### src/rtl/uart_rx_os16.sv
// rtl/uart_rx_os16.sv - 8N1/8E1/8O1 UART receiver, OSR-times oversampled with mid-bit majority vote
module uart_rx_os16 #(
  parameter int OSR         = 16,
  parameter int SYNC_STAGES = 2
) (
  input  logic       baud_clk,
  input  logic       rst_n,
  input  logic       rx_en,
  input  logic       n_parity,
  input  logic       ev_parity,
  input  logic       RXD,
  output logic [7:0] rxd_out,
  output logic       rx_valid,
  output logic       parity_err,
  output logic       frame_err,
  output logic       rx_busy
);

  localparam int CW = $clog2(OSR);
  localparam logic [CW-1:0] OS_SMP0 = CW'(OSR / 2 - 1);
  localparam logic [CW-1:0] OS_SMP1 = CW'(OSR / 2);
  localparam logic [CW-1:0] OS_RES  = CW'(OSR / 2 + 1);
  localparam logic [CW-1:0] OS_LAST = CW'(OSR - 1);

  localparam logic [2:0] S_IDLE   = 3'd0;
  localparam logic [2:0] S_START  = 3'd1;
  localparam logic [2:0] S_DATA   = 3'd2;
  localparam logic [2:0] S_PARITY = 3'd3;
  localparam logic [2:0] S_STOP   = 3'd4;

  logic [SYNC_STAGES-1:0] sync_q, sync_d;
  logic                   rxs_prev_q, rxs_prev_d;
  logic [2:0]             state_q, state_d;
  logic [CW-1:0]          os_cnt_q, os_cnt_d;
  logic [3:0]             bit_cnt_q, bit_cnt_d;
  logic                   smp0_q, smp0_d, smp1_q, smp1_d;
  logic [7:0]             shreg_q, shreg_d;
  logic                   cfg_npar_q, cfg_npar_d, cfg_even_q, cfg_even_d;
  logic                   par_pend_q, par_pend_d;
  logic                   armed_q, armed_d;
  logic [7:0]             rxd_out_q, rxd_out_d;
  logic                   rx_valid_q, rx_valid_d;
  logic                   parity_err_q, parity_err_d;
  logic                   frame_err_q, frame_err_d;

  logic rxs, vote, at_res, at_last, exp_par;

  assign rxs     = sync_q[SYNC_STAGES-1];
  assign vote    = (smp0_q & smp1_q) | (smp0_q & rxs) | (smp1_q & rxs);
  assign at_res  = (os_cnt_q == OS_RES);
  assign at_last = (os_cnt_q == OS_LAST);
  assign exp_par = cfg_even_q ? ^shreg_q : ~^shreg_q;

  assign rxd_out    = rxd_out_q;
  assign rx_valid   = rx_valid_q;
  assign parity_err = parity_err_q;
  assign frame_err  = frame_err_q;
  assign rx_busy    = (state_q != S_IDLE);

  // Next-state logic: synchronizer, bit timing, vote, frame FSM and output capture
  always_comb begin
    sync_d       = {sync_q[SYNC_STAGES-2:0], RXD};
    rxs_prev_d   = rxs;
    state_d      = state_q;
    os_cnt_d     = at_last ? '0 : os_cnt_q + CW'(1);
    bit_cnt_d    = bit_cnt_q;
    smp0_d       = (os_cnt_q == OS_SMP0) ? rxs : smp0_q;
    smp1_d       = (os_cnt_q == OS_SMP1) ? rxs : smp1_q;
    shreg_d      = shreg_q;
    cfg_npar_d   = cfg_npar_q;
    cfg_even_d   = cfg_even_q;
    par_pend_d   = par_pend_q;
    armed_d      = armed_q;
    rxd_out_d    = rxd_out_q;
    rx_valid_d   = 1'b0;
    parity_err_d = parity_err_q;
    frame_err_d  = frame_err_q;

    // A high line in IDLE re-arms detection after a framing error (break).
    if (state_q == S_IDLE && rxs) armed_d = 1'b1;

    if (!rx_en) begin
      state_d   = S_IDLE;
      os_cnt_d  = '0;
      bit_cnt_d = 4'd0;
      shreg_d   = 8'd0;
    end else begin
      case (state_q)
        S_IDLE: begin
          os_cnt_d = '0;
          if (!rxs && rxs_prev_q && armed_q) begin
            state_d    = S_START;
            bit_cnt_d  = 4'd0;
            cfg_npar_d = n_parity;
            cfg_even_d = ev_parity;
            par_pend_d = 1'b0;
          end
        end
        S_START: begin
          if (at_res && vote) begin
            state_d  = S_IDLE;
            os_cnt_d = '0;
          end else if (at_last) begin
            state_d   = S_DATA;
            bit_cnt_d = 4'd0;
          end
        end
        S_DATA: begin
          if (at_res) shreg_d = {vote, shreg_q[7:1]};
          if (at_last) begin
            if (bit_cnt_q == 4'd7) begin
              state_d   = cfg_npar_q ? S_STOP : S_PARITY;
              bit_cnt_d = 4'd0;
            end else begin
              bit_cnt_d = bit_cnt_q + 4'd1;
            end
          end
        end
        S_PARITY: begin
          if (at_res && (vote != exp_par)) par_pend_d = 1'b1;
          if (at_last) state_d = S_STOP;
        end
        S_STOP: begin
          if (at_res) begin
            rxd_out_d    = shreg_q;
            parity_err_d = ~cfg_npar_q & par_pend_q;
            frame_err_d  = ~vote;
            rx_valid_d   = 1'b1;
            state_d      = S_IDLE;
            os_cnt_d     = '0;
            if (!vote) armed_d = 1'b0;
          end
        end
        default: begin
          state_d  = S_IDLE;
          os_cnt_d = '0;
        end
      endcase
    end
  end

  // State registers; the synchronizer resets to the idle (high) line level
  always_ff @(posedge baud_clk or negedge rst_n) begin
    if (!rst_n) begin
      sync_q       <= '1;
      rxs_prev_q   <= 1'b1;
      state_q      <= S_IDLE;
      os_cnt_q     <= '0;
      bit_cnt_q    <= 4'd0;
      smp0_q       <= 1'b1;
      smp1_q       <= 1'b1;
      shreg_q      <= 8'd0;
      cfg_npar_q   <= 1'b0;
      cfg_even_q   <= 1'b0;
      par_pend_q   <= 1'b0;
      armed_q      <= 1'b1;
      rxd_out_q    <= 8'd0;
      rx_valid_q   <= 1'b0;
      parity_err_q <= 1'b0;
      frame_err_q  <= 1'b0;
    end else begin
      sync_q       <= sync_d;
      rxs_prev_q   <= rxs_prev_d;
      state_q      <= state_d;
      os_cnt_q     <= os_cnt_d;
      bit_cnt_q    <= bit_cnt_d;
      smp0_q       <= smp0_d;
      smp1_q       <= smp1_d;
      shreg_q      <= shreg_d;
      cfg_npar_q   <= cfg_npar_d;
      cfg_even_q   <= cfg_even_d;
      par_pend_q   <= par_pend_d;
      armed_q      <= armed_d;
      rxd_out_q    <= rxd_out_d;
      rx_valid_q   <= rx_valid_d;
      parity_err_q <= parity_err_d;
      frame_err_q  <= frame_err_d;
    end
  end

endmodule
### config.mk
export PLATFORM = sky130hd
export DESIGN_NAME = uart_rx_os16
export DESIGN_NICKNAME = d
export VERILOG_FILES = /design/src/rtl/uart_rx_os16.sv
export SDC_FILE = /design/constraint.sdc
export NUM_CORES = 1
export LEC_CHECK = 0
export ABC_CLOCK_PERIOD_IN_PS = 2600
export BUFFER_PORTS_ARGS = -buffer_cell sky130_fd_sc_hd__buf_2
export CORE_UTILIZATION = 56
export CTS_BUF_LIST = sky130_fd_sc_hd__clkbuf_8 sky130_fd_sc_hd__clkbuf_16
export DETAILED_ROUTE_END_ITERATION = 7
export GPL_TIMING_DRIVEN = 0
export PLACE_DENSITY = 0.76
export REMOVE_ABC_BUFFERS = 1
export SLEW_MARGIN = 20
export SYNTH_ARGS = -nofsm -noshare
export SYNTH_HDL_FRONTEND = slang
export SYNTH_SLANG_ARGS = --single-unit
### constraint.sdc
create_clock -name baud_clk -period 2.6 [get_ports baud_clk]
set_input_delay 0.13 -clock baud_clk [delete_from_list [all_inputs] [get_ports baud_clk]]
set_output_delay 0.13 -clock baud_clk [all_outputs]
set_load 0.005 [all_outputs]
# Word level (Yosys, flattened, before mapping)
# Cells that the tools add are included.
# classes
n_addsub,2
n_mul,0
div_mod_pow,0
n_lt_le_gt_ge,0
eq_ne,23
shifts,0
mux,37
bitwise_logic,8
reduce_logical,18
# op_table
op,n
4-bit two-way mux,10
3-bit two-way mux,9
8-bit two-way mux,3
4-bit case mux with 3 select lines,2
"3-bit inequality test, second input constant",6
3-bit case mux with 5 select lines,1
"4-bit == test, second input constant",3
1-bit two-way mux,11
"4-bit by 1-bit adder with 4-bit output, second input constant",2
"4-bit by 3-bit == test with 1-bit output, second input constant",2
8-bit XNOR reduction,1
8-bit XOR reduction,1
"3-bit by 2-bit == test with 1-bit output, second input constant",2
"2-bit by 1-bit inequality test with 1-bit output, second input constant",3
3-bit AND reduction,2
6-bit AND reduction,1
1-bit logical AND,5
5-bit AND reduction,1
1-bit bitwise AND,4
"4-bit by 1-bit inequality test with 1-bit output, second input constant",1
"4-bit inequality test, second input constant",1
4-bit AND reduction,1
"3-bit by 1-bit == test with 1-bit output, second input constant",1
"3-bit == test, second input constant",1
other kinds (12),14
# word_totals
regBits,39
latchBits,0
ram_bits,0
mem_bits_ro,0
input_bits,6
out_inout_bits,12
elab_cells,104
mem_count,0

# Depth between registers and ports, before layout
# Gate-level depths: netlist of run 1.
# logic_depth
word_depth,7
mapped_depth,8
ltp_nobuf,6

# Worst setup path after synthesis of run 1
# No wires, ideal clock.
# synth_path
path_type,register to register
start,reg state_q[0]
end,reg rxd_out_q[3] (netlist: rxd_out[3])
setup_ns,0.125
t_arrival_ns,1.604
required_time_ns,2.475
path_slack_ns,0.871
path_stages_with_launch,6
n_path_buf,2
period_less_slack_ns,1.729
path_cell_list,dfrtp_1 > or3b_1 > or3_1 > buf_2 > buf_6 > mux2_4
# synth_via
elab_chain_cells,2
# synth_rtl
item,line,rtl
from (decl),33,"logic [2:0] state_q, state_d;"
from (signal assigned),164,state_q <= state_d;
3-bit == test,88,case (state_q)
3-bit AND reduction (no line),n/a,
to (signal assigned),174,rxd_out_q <= rxd_out_d;
to (decl),41,"logic [7:0] rxd_out_q, rxd_out_d;"
# Every way passes these cells.
# A chain may end at the register's enable or synchronous reset.

# Final worst setup path of run 1
# Same ends and word-level chain as after synthesis.

==> results of run 1 <==
==> Yosys cell counts (2+ instances only) <==
library cell / n / area (sq um)
inv_1: 10 / 37.5
mux2_4: 5 / 75.1
clkbuf_2: 2 / 10.0
dfstp_2: 6 / 158
mux2i_1: 2 / 20.0
buf_2: 6 / 30.0
a2111oi_0: 3 / 26.3
o211ai_1: 2 / 15.0
and4bb_2: 2 / 25.0
mux2_2: 7 / 78.8
ha_1: 4 / 50.1
dfrtp_1: 33 / 826
nand3_1: 6 / 30.0
a32o_1: 2 / 20.0
xnor2_1: 6 / 52.6
nand3b_1: 2 / 15.0
or3_1: 2 / 12.5
o2bb2ai_1: 2 / 17.5
o21ai_0: 4 / 20.0
xor2_1: 3 / 26.3
a221oi_1: 2 / 17.5
a21o_1: 2 / 15.0
nor2_1: 9 / 33.8
nand2b_1: 3 / 18.8
a22o_1: 7 / 61.3
nand2_1: 5 / 18.8
a21oi_1: 4 / 20.0
o21a_1: 2 / 15.0
and3b_1: 2 / 17.5
==> per-layer routing <==
layer | vias up | track usage, % | wire [microns]
li1 | 646 | - | -
met1 | 669 | 27.1 | 1570
met2 | 40 | 32.3 | 1610
met3 | 11 | 5.88 | 180
met4 | 0 | 10.4 | 85
met5 | - | 0 | 0
==> worst max path at each step <==
stage                     slack [ns]  cells after the start    endpoint   startpoint
final                           0.53                      3  rxd_out[3]   state_q[0]
after global routing            0.44                      6  state_q[1]  os_cnt_q[1]
after CTS                       0.56                      3  rxd_out[3]   state_q[0]
after detailed placement        0.57                      3  rxd_out[7]   state_q[0]
after global placement          0.59                      3  rxd_out[5]   state_q[0]
after floorplan                 0.75                      3  rxd_out[3]   state_q[0]
==> logic make-up after synthesis <==
group	Yosys count	share of synthesized area (%)
xor gates and xnor gates	10	5.16
muxes	14	8.86
adders and majority gates	5	3.06
DFF	39	50.1
and+or+nand+nor	38	11.2
AOI/OAI and AO/OA	42	17.0
buffers and inverters	20	4.72
==> worst max-delay path: cells and delay by family (launching register included) <==
family / cells / cell delay, ns
flip-flops: 1 / 0.51
AND/OR/NAND/NOR: 2 / 1.04
multiplexers: 1 / 0.40
==> power groups by stage <==
stage / Clock, mW / Sequential, mW / Combinational, mW
2_1_floorplan: 0 / 0.705 / 0.187
3_3_place_gp: 0 / 0.720 / 0.242
3_5_place_dp: 0 / 0.723 / 0.250
4_1_cts: 0.599 / 0.712 / 0.255
5_1_grt: 0.622 / 0.722 / 0.287
6_report: 0.584 / 0.713 / 0.254
==> cells in the final DEF, fill, tap and decap left out, types with 4 or more instances in the layout <==
| cell type | count |
|---|---|
| a22o_1 | 7 |
| mux2_4 | 5 |
| mux2_2 | 7 |
| xnor2_1 | 6 |
| dfrtp_1 | 33 |
| clkbuf_8 | 5 |
| nand2_1 | 5 |
| buf_2 | 17 |
| dfstp_2 | 6 |
| ha_1 | 4 |
| a21oi_1 | 4 |
| inv_1 | 11 |
| nand3_1 | 6 |
| o21ai_0 | 4 |
| nor2_1 | 9 |
==> final cells by class <==
| cell class | count | share of cell area (%) |
|---|---|---|
| clock buffers | 5 | 3.12 |
| inverters | 10 | 1.70 |
| flip-flops and latches | 39 | 44.6 |
| multi-input cells | 109 | 40.3 |
| repair buffers | 19 | 4.77 |
| well taps | 46 | 2.61 |
| clock inverters | 3 | 2.90 |
==> sequential cells by signal (all words and copies together), names as in the netlist <==
register / flops
state_q: 3
os_cnt_q: 4
rxs_prev_q: 1
parity_err: 1
bit_cnt_q: 4
armed_q: 1
smp0_q: 1
smp1_q: 1
shreg_q: 8
rx_valid: 1
sync_q: 2
rxd_out: 8
frame_err: 1
cfg_even_q: 1
par_pend_q: 1
cfg_npar_q: 1
==> repair_timing <==
| item | 4_1_cts | 5_1_grt |
|---|---|---|
| setup buffers | 0 | 0 |
| hold endpoints to repair | 34 | 0 |
| hold buffers | 2 | 0 |
==> metrics.txt, run 1 <==
CTS tree=yes; Critical Path RT=2.78 ns; area delta synth->final=12.2%; ratio of cells with drive above 1 in the final layout=24.9%; Final Util=66.0%; hold_sp=ev_parity; CTS root buf=clkbuf_8; RSZ-0062 raised after global routing=no; residual DRC count=0; Setup CP Type=flop to flop; crit-path max FO=13; cell area after layout=2200 sq um; dpl cell area=2050 sq um; port buffer count=17; crit-path cells=or3b_1 > or3_1 > mux2_4; crit path DAT=2.24 ns; number of H-tree levels=2; yosys warns=0; CP Launch Type=flop; worst slack, placed=0.568 ns; worst slew pin tran=0.814 ns; Power per Cell Area=704 nW/um^2; Logic pwr share=16.4%; Post-Place Cells=221; Switching Power=0.407 mW; Final period util=79.4%; Post-synth EDFFs=0; PnR worst setup slack=0.535 ns; drt first pass iters=4; multi-input logic area=887 sq um; Gate Count Post-Synth=168; final cell count without fillers=231; total track usage=20.9%; Synth Cell Area=1960 sq um; Reg power frac=46.0%; DIE HEIGHT=61.2 microns; Reg-to-Reg Start=state_q[0]; clk slew on worst S/H paths=0.08 ns; storage element area=983 sq um; Slowest Stage Delay on Critical Path=0.60 ns; Hold Worst Slack=0.0665 ns; Setup violations, final=0; Main synth FF type=dfrtp_1; pins over their slew limit=0; sw frac=26.2%; Post-layout nets=194; row cnt=21; Leak=1.05 nW; fin crit period=2.07 ns; hold path endpoint=cfg_even_q; CTS resizes=0; grt ovf=0; Routed WL per cell=14.9 microns; FMAX=0.484 GHz; Hold Violations, Final=0; share of the yosys chip area belonging to registers=50.1%; Critical Path End Type=flop; detailed placer's ending HPWL=2430 microns; Total Power=1.55 mW; clock power share=37.7%; clock sink total=39; TritonCTS Buffers=5; Hold Crit Class=primary input to flop; VDD IR max=415 uV; Starting Density=58.8%; Core Region=3340 sq um; Slowest cell on crit path=or3_1; DRT iter0 DRCs=44; R2R cell count=3; largest net degree at the start of global routing=40; filler instances=268; relative slew slack=45.7%; worst hold path stage count=2; asr flop ratio synth=100%; Die ar.=3750 sq um; run status=finished, final reports clean; Synth Register Bits=39; vias per std cell=5.91; Internal=1.14 mW; diode count=0; Netlist cell types=52; Skew-Pair Late Insertion Delay=0.29 ns; Routed Antenna Nets=0; Sum Neg Setup Slack=0 ns; FF-to-FF End=rxd_out[3]; I/O pin cnt=18; initial antenna violation count=0; Syn Area/Cell=11.7 sq um; clk_skew=0.00439 ns; first-pass GRT wire length=5640 microns; max-capacitance violation count=0; GP Congestion=0.781; r2r setup slk=0.53 ns; vias in the first global route=1237; width of the die=61.2 microns; wirelength, routed=3450 microns; Clock Path Buffers=2; Vias=1366
Power figures use the tool's default switching activity.
==> inputs of run 2 (changes only) <==
--- a/config.mk
+++ b/config.mk
@@ -5,7 +5,7 @@
 export SDC_FILE = /design/constraint.sdc
 export NUM_CORES = 1
 export LEC_CHECK = 0
-export ABC_CLOCK_PERIOD_IN_PS = 2600
+export ABC_CLOCK_PERIOD_IN_PS = 2050
 export BUFFER_PORTS_ARGS = -buffer_cell sky130_fd_sc_hd__buf_2
 export CORE_UTILIZATION = 56
 export CTS_BUF_LIST = sky130_fd_sc_hd__clkbuf_8 sky130_fd_sc_hd__clkbuf_16
==> constraint.sdc (replaced) <==
create_clock -name baud_clk -period 2.05 [get_ports baud_clk]
set_input_delay 0.1025 -clock baud_clk [delete_from_list [all_inputs] [get_ports baud_clk]]
set_output_delay 0.1025 -clock baud_clk [all_outputs]
set_load 0.005 [all_outputs]
==> metrics.txt, run 2 (synthesis results as in run 1) <==
run status=finished, final reports clean; crit-path max FO=8 (-5); Setup violations, final=0 (unchanged); Hold Crit Class=primary input to flop; wirelength, routed=3470 microns (+0.52%); Routed WL per cell=15.0 microns (+0.52%); Vias=1369 (+0.22%); Post-layout nets=194 (unchanged); cell area after layout=2210 sq um (+0.34%); CTS root buf=clkbuf_8; relative slew slack=45.5% (-0.23 points); ratio of cells with drive above 1 in the final layout=25.9% (+1.1 points); number of H-tree levels=2 (unchanged); Final period util=92.9% (+13 points); Sum Neg Setup Slack=0 ns (unchanged); CTS tree=yes; Starting Density=58.8% (unchanged); drt first pass iters=4 (unchanged); residual DRC count=0 (unchanged); worst slew pin tran=0.818 ns (+0.00346 ns); Clock Path Buffers=2 (unchanged); I/O pin cnt=18 (unchanged); detailed placer's ending HPWL=2430 microns (unchanged); DRT iter0 DRCs=43 (-2.3%); RSZ-0062 raised after global routing=no; Leak=1.05 nW (+0.11%); crit path DAT=2.13 ns (-0.11 ns); GP Congestion=0.781 (unchanged); FMAX=0.525 GHz (+8.4%); clk_skew=0.00305 ns (-0.00135 ns); vias per std cell=5.93 (+0.22%); grt ovf=0 (unchanged); most frequent cells in the layout=33 x dfrtp_1, 17 x buf_2, 11 x inv_1, 9 x nor2_1; Setup CP Type=flop to flop; Routed Antenna Nets=0 (unchanged); Power per Cell Area=891 nW/um^2 (+27%); first-pass GRT wire length=5640 microns (unchanged); Critical Path RT=2.27 ns (-0.51 ns); clk slew on worst S/H paths=0.07 ns (about the same); vias in the first global route=1237 (unchanged); max-capacitance violation count=0 (unchanged); clock sink total=39 (unchanged); Skew-Pair Late Insertion Delay=0.29 ns (about the same); Die ar.=3750 sq um (unchanged); fin crit period=1.90 ns (-0.161 ns); worst hold path stage count=2 (unchanged); TritonCTS Buffers=5 (unchanged); Critical Path End Type=flop; port buffer count=17 (unchanged); Core Region=3340 sq um (unchanged); area delta synth->final=12.6%; total track usage=20.9% (unchanged); pins over their slew limit=0 (unchanged); width of the die=61.2 microns (unchanged); VDD IR max=527 uV (+27%); DIE HEIGHT=61.2 microns (unchanged); dpl cell area=2050 sq um (unchanged); R2R cell count=4 (+1); CP Launch Type=flop; initial antenna violation count=0 (unchanged); commonest non-fill, non-tap cell in the layout=dfrtp_1; row cnt=21 (unchanged); Hold Violations, Final=0 (unchanged); diode count=0 (unchanged); largest net degree at the start of global routing=40 (unchanged)
==> run 2: power breakdown <==
group	leakage [nW]	switching, mW	internal [mW]
combinational	0.467	0.179	0.147
clock	0.0695	0.259	0.481
sequential	0.513	0.0804	0.824
total	1.05	0.518	1.45
==> run 2: area by class of cell <==
| class | instances | area (sq um) |
|---|---|---|
| Fill cell | 269 | 1130 |
| Sequential cell | 39 | 983 |
| Multi-Input combinational cell | 109 | 895 |
| Timing Repair Buffer | 19 | 105 |
| Clock buffer | 5 | 68.8 |
| Clock inverter | 3 | 63.8 |
| Tap cell | 46 | 57.6 |
| Inverter | 10 | 37.5 |
==> run 2: timing repair <==
| item | in CTS | in global routing |
|---|---|---|
| hold endpoints to repair | 34 | 0 |
| resized for setup | 0 | 3 |
| setup endpoints to repair | 0 | 12 |
| hold buffers | 2 | 0 |
| buffers inserted | 0 | 0 |
==> run 2: through the flow <==
step | power (mW) | utilization (%) | hold WS, ns | std cells | setup WS, ns
after floorplan | 1.13 | - | -0.193 | 158 | 0.202
after global placement | 1.22 | 61.5 | 0.211 | 221 | 0.0400
after detailed placement | 1.23 | 61.5 | 0.213 | 221 | 0.0175
after CTS | 1.99 | 66.0 | 0.0331 | 231 | 0.00685
after global routing | 2.07 | 66.3 | 0.0369 | 231 | 0.00868
final | 1.97 | 66.3 | 0.0415 | 231 | 0.145
==> run 2: final timing paths <==
| check | start | endpoint | slack (ns) |
|---|---|---|---|
| worst min-delay path | ev_parity | cfg_even_q | 0.04 |
| max in group asynchronous | rst_n | par_pend_q | 1.10 |
| worst max-delay path | os_cnt_q[0] | shreg_q[6] | 0.15 |
| min in group asynchronous | rst_n | rxd_out[7] | 0.45 |
| worst max register to register | os_cnt_q[0] | shreg_q[6] | 0.15 |
| worst min register to register | sync_q[0] | sync_q[1] | 0.36 |
==> run 2: worst max-delay path, cell delays in order (launching register included) <==
cell and delay, ns:
dfrtp_1 0.43, ha_1 0.24, and3b_2 0.28, a31oi_1 0.63, a22o_1 0.25
==> run 2: layer usage <==
layer | share of wire [%] | wire [microns] | GRT usage [%] | vias to the layer above
met4 | 1.9 | 67 | 10.4 | 0
met3 | 3.8 | 131 | 5.88 | 9
met2 | 47 | 1650 | 32.3 | 36
met5 | 0 | 0 | 0 | -
met1 | 47 | 1620 | 27.1 | 674
li1 | - | - | - | 650
